`config.mk`:
```
export PLATFORM = sky130hd
export DESIGN_NAME = rvx_core_state_ctrl
export DESIGN_NICKNAME = d
export VERILOG_FILES = /design/src/rtl/rvx_core_state_ctrl_pkg.sv /design/src/rtl/rvx_core_state_ctrl.sv
export SDC_FILE = /design/constraint.sdc
export NUM_CORES = 1
export LEC_CHECK = 0
export CORE_AREA = 4 4 41 43
export CTS_CLUSTER_SIZE = 40
export DETAILED_ROUTE_END_ITERATION = 16
export DIE_AREA = 0 0 45 47
export GPL_ROUTABILITY_DRIVEN = 0
export GPL_TIMING_DRIVEN = 1
export PLACE_DENSITY = 0.49
export SLEW_MARGIN = 10
export SYNTH_ARGS = -nofsm -noshare
export SYNTH_HDL_FRONTEND = slang
export SYNTH_SLANG_ARGS = --single-unit
```
`constraint.sdc`:
```
create_clock -name clock -period 1.24 [get_ports clock]
set_input_delay 0.248 -clock clock [delete_from_list [all_inputs] [get_ports clock]]
set_output_delay 0.248 -clock clock [all_outputs]
set_load 0.005 [all_outputs]
```
`src/rtl/rvx_core_state_ctrl_pkg.sv`:
```
// rtl/rvx_core_state_ctrl_pkg.sv - shared core-state encodings for the RVX stage-1 state controller
//
// Provides:
//   RVX_STATE_W  - width of the core state encoding
//   rvx_state_e  - the six legal core states; encodings 6-15 are illegal
//   rvx_max      - integer max, used to size the dwell counter
package rvx_core_state_ctrl_pkg;

  localparam int RVX_STATE_W = 4;

  typedef enum logic [RVX_STATE_W-1:0] {
    RVX_STATE_RESET       = 4'd0,
    RVX_STATE_OPERATING   = 4'd1,
    RVX_STATE_TRAP_TAKEN  = 4'd2,
    RVX_STATE_TRAP_RETURN = 4'd3,
    RVX_STATE_WFI_SLEEP   = 4'd4,
    RVX_STATE_DEBUG_HALT  = 4'd5
  } rvx_state_e;

  function automatic int rvx_max(input int a, input int b);
    return (a > b) ? a : b;
  endfunction

endpackage

```
`src/rtl/rvx_core_state_ctrl.sv`:
```
// rtl/rvx_core_state_ctrl.sv - RVX stage-1 pipeline-state FSM with reset/trap dwell, WFI sleep and debug halt
//
// Ports:
//   clock             in   core clock
//   reset             in   synchronous, active-high reset
//   clock_enable      in   FSM and dwell counter advance only when high
//   mret_s1           in   MRET retiring in stage 1
//   take_trap_s1      in   trap/interrupt accepted in stage 1
//   wfi_s1            in   WFI retiring in stage 1
//   interrupt_pending in   any enabled interrupt pending (level)
//   halt_req          in   debug halt request (level)
//   resume_req        in   debug resume request
//   core_state_s1     out  current state encoding
//   flush_pipeline_s1 out  high whenever state != OPERATING
//   sleeping          out  high in WFI_SLEEP
//   halted            out  high in DEBUG_HALT
module rvx_core_state_ctrl
  import rvx_core_state_ctrl_pkg::*;
#(
  parameter int RESET_CYCLES = 1,
  parameter int FLUSH_CYCLES = 1,
  parameter bit ENABLE_WFI   = 1'b1,
  parameter bit ENABLE_DEBUG = 1'b1
) (
  input  logic                   clock,
  input  logic                   reset,
  input  logic                   clock_enable,
  input  logic                   mret_s1,
  input  logic                   take_trap_s1,
  input  logic                   wfi_s1,
  input  logic                   interrupt_pending,
  input  logic                   halt_req,
  input  logic                   resume_req,
  output logic [RVX_STATE_W-1:0] core_state_s1,
  output logic                   flush_pipeline_s1,
  output logic                   sleeping,
  output logic                   halted
);

  if (RESET_CYCLES < 1) begin : g_bad_reset_cycles
    $error("rvx_core_state_ctrl: RESET_CYCLES must be >= 1");
  end
  if (FLUSH_CYCLES < 1) begin : g_bad_flush_cycles
    $error("rvx_core_state_ctrl: FLUSH_CYCLES must be >= 1");
  end

  // Counter holds N-1 down to 0, so it needs to represent max(N) only.
  localparam int CNT_W = $clog2(rvx_max(rvx_max(RESET_CYCLES, FLUSH_CYCLES), 1) + 1);
  localparam logic [CNT_W-1:0] RST_LOAD   = CNT_W'(RESET_CYCLES - 1);
  localparam logic [CNT_W-1:0] FLUSH_LOAD = CNT_W'(FLUSH_CYCLES - 1);

  rvx_state_e       state_q, state_d;
  logic [CNT_W-1:0] cnt_q, cnt_d;

  logic halt_en;
  logic wfi_en;

  assign halt_en = halt_req && ENABLE_DEBUG;
  assign wfi_en  = wfi_s1 && ENABLE_WFI;

  always_ff @(posedge clock) begin
    if (reset) begin
      state_q <= RVX_STATE_RESET;
      cnt_q   <= RST_LOAD;
    end else if (clock_enable) begin
      state_q <= state_d;
      cnt_q   <= cnt_d;
    end
  end

  always_comb begin
    state_d = state_q;
    cnt_d   = cnt_q;
    case (state_q)
      // Dwell states ignore every request until the counter runs out; a
      // pending halt is picked up on the first OPERATING cycle instead.
      RVX_STATE_RESET,
      RVX_STATE_TRAP_TAKEN,
      RVX_STATE_TRAP_RETURN: begin
        if (cnt_q == '0) begin
          state_d = RVX_STATE_OPERATING;
        end else begin
          cnt_d = cnt_q - CNT_W'(1);
        end
      end

      RVX_STATE_OPERATING: begin
        if (halt_en) begin
          state_d = RVX_STATE_DEBUG_HALT;
        end else if (take_trap_s1) begin
          state_d = RVX_STATE_TRAP_TAKEN;
          cnt_d   = FLUSH_LOAD;
        end else if (mret_s1) begin
          state_d = RVX_STATE_TRAP_RETURN;
          cnt_d   = FLUSH_LOAD;
        end else if (wfi_en && !interrupt_pending) begin
          // A WFI that already sees a pending interrupt would wake at once,
          // so it is treated as a no-op.
          state_d = RVX_STATE_WFI_SLEEP;
        end
      end

      RVX_STATE_WFI_SLEEP: begin
        if (halt_en) begin
          state_d = RVX_STATE_DEBUG_HALT;
        end else if (interrupt_pending) begin
          // Wake only; the trap itself arrives via take_trap_s1 once operating.
          state_d = RVX_STATE_OPERATING;
        end
      end

      RVX_STATE_DEBUG_HALT: begin
        // A still-asserted halt_req dominates resume_req.
        if (resume_req && !halt_req) begin
          state_d = RVX_STATE_OPERATING;
        end
      end

      default: begin
        state_d = RVX_STATE_RESET;
        cnt_d   = RST_LOAD;
      end
    endcase
  end

  assign core_state_s1     = state_q;
  assign flush_pipeline_s1 = (state_q != RVX_STATE_OPERATING);
  assign sleeping          = (state_q == RVX_STATE_WFI_SLEEP);
  assign halted            = (state_q == RVX_STATE_DEBUG_HALT);

endmodule

```
== Word-level counts from Yosys, hierarchy flattened ==
Cells that the tools add are included.
Cells by class
  $add $sub $neg: 1
  equal/unequal tests: 12
  mux-type cells: 14
  bitwise logic cells: 1
  reductions and logical operators: 9
Operators by type and width (number)
  $mux 4: 8
  $pmux 4 s4: 1
  $eq 4x2->1 const B: 2
  $eq 4x3->1 const B: 2
  $ne 3x3->1 const B: 2
  $ne 5x5->1 const B: 1
  $reduce_and 5->1: 1
  $eq 4x1->1 const B: 1
  $logic_not 4->1: 1
  $mux 1: 4
  $ne 2x2->1 const B: 2
  $ne 4x1->1 const B: 1
  $reduce_and 4->1: 1
  $pmux 1 s3: 1
  $reduce_or 3->1: 1
  $logic_and 1x1->1: 2
  $logic_not 1->1: 2
  $ne 2x1->1 const B: 1
  $reduce_or 2->1: 1
  $not 1->1: 1
  $sub 1x1->1 const B: 1
Storage, ports and cells
  register bits after elaboration: 5
  bits of input ports: 9
  output and inout port bits: 7
  word-level logic and storage cells: 39

== Logic depth before layout (Yosys ltp) ==
  word-level depth: 7
  mapped depth: 5

== Worst setup path before layout ==
OpenSTA, ideal clock, no wires.
  path type: reg2reg
  start: register state_q[0], in the netlist core_state_s1[0]
  end: register state_q[2], in the netlist core_state_s1[2]
  library setup time: 66 ps
  arrival time: 1248 ps
  data required time: 1174 ps
  slack: -74 ps
  cell stages (with the launch flop): 6
  path buffers: 1
  period minus slack after synthesis: 1314 ps
  cell sequence: dfxtp_1 buf_2 nor4b_4 a31oi_2 a31o_1 a21oi_2
Between the ends
  word-level cells in the longest chain between the ends: 4
  elaborated cells on any way between the ends: 13
Ends and longest elaborated chain
  start, declared: line rvx_core_state_ctrl.sv:52  | rvx_state_e state_q, state_d;
  start signal, assigned: line rvx_core_state_ctrl.sv:66  | state_q <= state_d;
  $eq 4x2->1 / $logic_not 4->1 (equally long branches): line rvx_core_state_ctrl.sv:74  | case (state_q)
  $reduce_or 3->1: line rvx_core_state_ctrl.sv:74
  $ne 2x2->1 (no line)
  $reduce_and 5->1 (no line)
Several ways; a longest one is shown, not always the timed one.
A chain may end at the register's enable or synchronous reset.

== Final worst setup path ==
  start: register state_q[1], in the netlist core_state_s1[1]
  end: register state_q[2], in the netlist core_state_s1[2]
The elaborated chain is that of the path after synthesis.

==> results.py <==
metrics = {
    "run_status": {
        "status": "complete, but fails checks",
        "violations": "setup timing",
    },
    "logic_synthesis": {
        "synth_area_leaders": "dfxtp_1, nor4b_4, nand2b_1",
        "synth_top_area_share_pct": 22.75,
        "synth_nets": 43,
        "yosys.area.top_type": "dfxtp_1",
        "ys_types": 20,
        "ys_ff_latch": 3,
        "netlist_area_um2": 264.0,
        "avgSynthCellArea_um2": 7.765,
        "synth-warning-count": 0,
        "seq_area_frac_synth_pct": 22.75,
        "syn_inst": 34,
    },
    "pwr": {
        "power_mw": 0.4230,
        "pwr-share-comb_pct": 34.1,
        "switching_share_pct": 27.05,
        "ir_worst_vdd_mv": 0.2429,
        "pwr-share-clk_pct": 40.2,
        "sequentialPowerShare_pct": 25.7,
        "p_leak_nw": 0.2588,
        "p_sw_mw": 0.1144,
        "p_int_mw": 0.3086,
        "power.density_nw_per_um2": 702.8,
    },
    "routing": {
        "drtAntennaViolNets": 0,
        "route.detailed.wl_per_inst_um": 11.80,
        "via_per_inst": 4.543,
        "dr.pass1.iters": 4,
        "wl_um": 956,
        "first_iter_violations": 4,
        "vias": 368,
        "drc": 0,
    },
    "timing": {
        "min_period_ps": 1394,
        "timing.fmax_mhz": 717.3,
        "setup_ws_ps": -154.1,
        "hold_viol": 0,
        "fin_skew_ps": 2.429,
        "rsz0062_at_grt": "true",
        "setup_viol": 5,
        "drv_slew": 0,
        "fin_tns_setup_ps": -468.8,
        "fin_crit_sh_pct": 112.4,
    },
    "layout": {
        "layout-drive-gt1-share_pct": 50.00,
        "area_delta_synth_final_pct": 128.0,
        "final_cell_mix": "buf_4, clkdlybuf4s50_1, nor2_1, buf_6",
        "largest_reg_flops": 3,
        "layout_commonest_cell": "buf_4",
        "final_area_um2": 601.8,
        "n_antenna_cell": 0,
        "fin_nets": 76,
    },
    "global_routing": {
        "grt_pass1_wl_um": 1538,
        "grt_remaining_overflow": 0,
        "grt.total_usage_pct": 10.34,
        "grt_max_degree": 8,
        "grt_pass1_vias": 385,
        "antenna_found_initial": 0,
    },
    "clock_network": {
        "hold_buffers": 0,
        "htreeDepth": 1,
        "cts_buffers": 3,
        "clock_sinks": 3,
        "clk_pin_slew_ps": 40,
        "insertion_delay_ps": 230,
        "cts_buffer_depth": 2,
        "cts_tree": "done",
        "cts_root_buf": "clkbuf_4",
    },
    "worst_setup_path": {
        "crit_path_end_kind": "register",
        "critical_path_arrival_ps": 1550,
        "path_max_fanout": 5,
        "worstSetupPathType": "register to register",
        "start_kind": "register",
        "cp.required_ps": 1400,
    },
    "die": {
        "pin_count": 16,
        "core_um2": 1301,
        "dieArea_um2": 2115,
        "initial_core_util_pct": 20.29,
        "die_h_um": 47,
        "num_rows": 13,
        "die_x_um": 45,
    },
    "min_path": {
        "min_path_type": "input port to register",
    },
    "placement": {
        "portBuffers": 14,
        "dp_slack_ps": -501.6,
        "hpwl_um": 638.2,
        "post_dp_cell_area_um2": 485.5,
    },
    "job": {
        "cap_violations": 0,
    },
}
synthesized netlist by cell type, drive strengths merged:
cell and instances:
nand2b 3, a221oi 1, dfxtp 3, a31oi 1
nand2 2, nor3 2, nand4 1, nor2 5
a21oi 2, buf 2, inv 3, conb 1
o2111ai 2, nor4b 1, nand3b 1, and3 1
a31o 2, o31ai 1
critical path, stage by stage, from the launching register on:
cell,delay [ps]
dfxtp_4,350
buf_12,120
nor4b_4,340
a31oi_4,160
a31o_1,240
a21oi_2,110
path summary, 6_finish.rpt:
kind / startpoint / end / slack [ps] / cells after the start
max: core_state_s1[1]$_SDFFE_PP0P_ / core_state_s1[2]$_SDFFE_PP0P_ / -150 / 5
max reg2reg: core_state_s1[1]$_SDFFE_PP0P_ / core_state_s1[2]$_SDFFE_PP0P_ / -150 / 5
min reg2reg: core_state_s1[2]$_SDFFE_PP0P_ / core_state_s1[2]$_SDFFE_PP0P_ / 690 / 4
min: clock_enable / core_state_s1[2]$_SDFFE_PP0P_ / 690 / 3
cell families after synthesis:
family | count (synthesis) | share of synthesized area (%)
flops | 3 | 22.75
buf+inv | 5 | 9.004
simple gates | 16 | 37.45
other cells | 1 | 1.420
compound gates | 9 | 29.39
power groups by stage:
stage / registers (mW) / logic [mW] / clock network [mW]
5_1_grt: 0.110 / 0.154 / 0.186
2_1_floorplan: 0.112 / 0.0514 / 0
4_1_cts: 0.109 / 0.141 / 0.178
6_report: 0.109 / 0.144 / 0.170
3_5_place_dp: 0.115 / 0.121 / 0
3_3_place_gp: 0.115 / 0.123 / 0
area by class of cell:
class	instances	area, um^2
fillers	141	699.4
flip-flops and latches	3	68.82
inverters	3	13.76
clock buffers	4	26.28
well taps	15	18.77
repair buffers	30	266.5
multi-input cells	26	207.7
per-layer routing:
layer	global-route usage (%)	wire length, um	vias to the layer above
met3	0.3831	51	0
li1	-	-	188
met1	10.43	388	168
met5	0	0	-
met2	18.93	516	12
met4	9.942	0	0
through the flow:
stage	util [%]	hold slack, ps	std cells
finish	46.25	688.1	81
global route	46.25	702.1	81
CTS	45.58	685.5	81
detailed placement	37.31	644.8	69
global placement	37.31	649.5	69
floorplan	-	303.1	34
what timing repair did:
item / CTS / global route
buffers inserted: 8 / 0
setup endpoints to repair: 9 / 7
gates resized for setup: 27 / 5
endpoints found under the hold margin: 0 / 0
pin swaps: 5 / 0
Power figures use the tool's default switching activity.
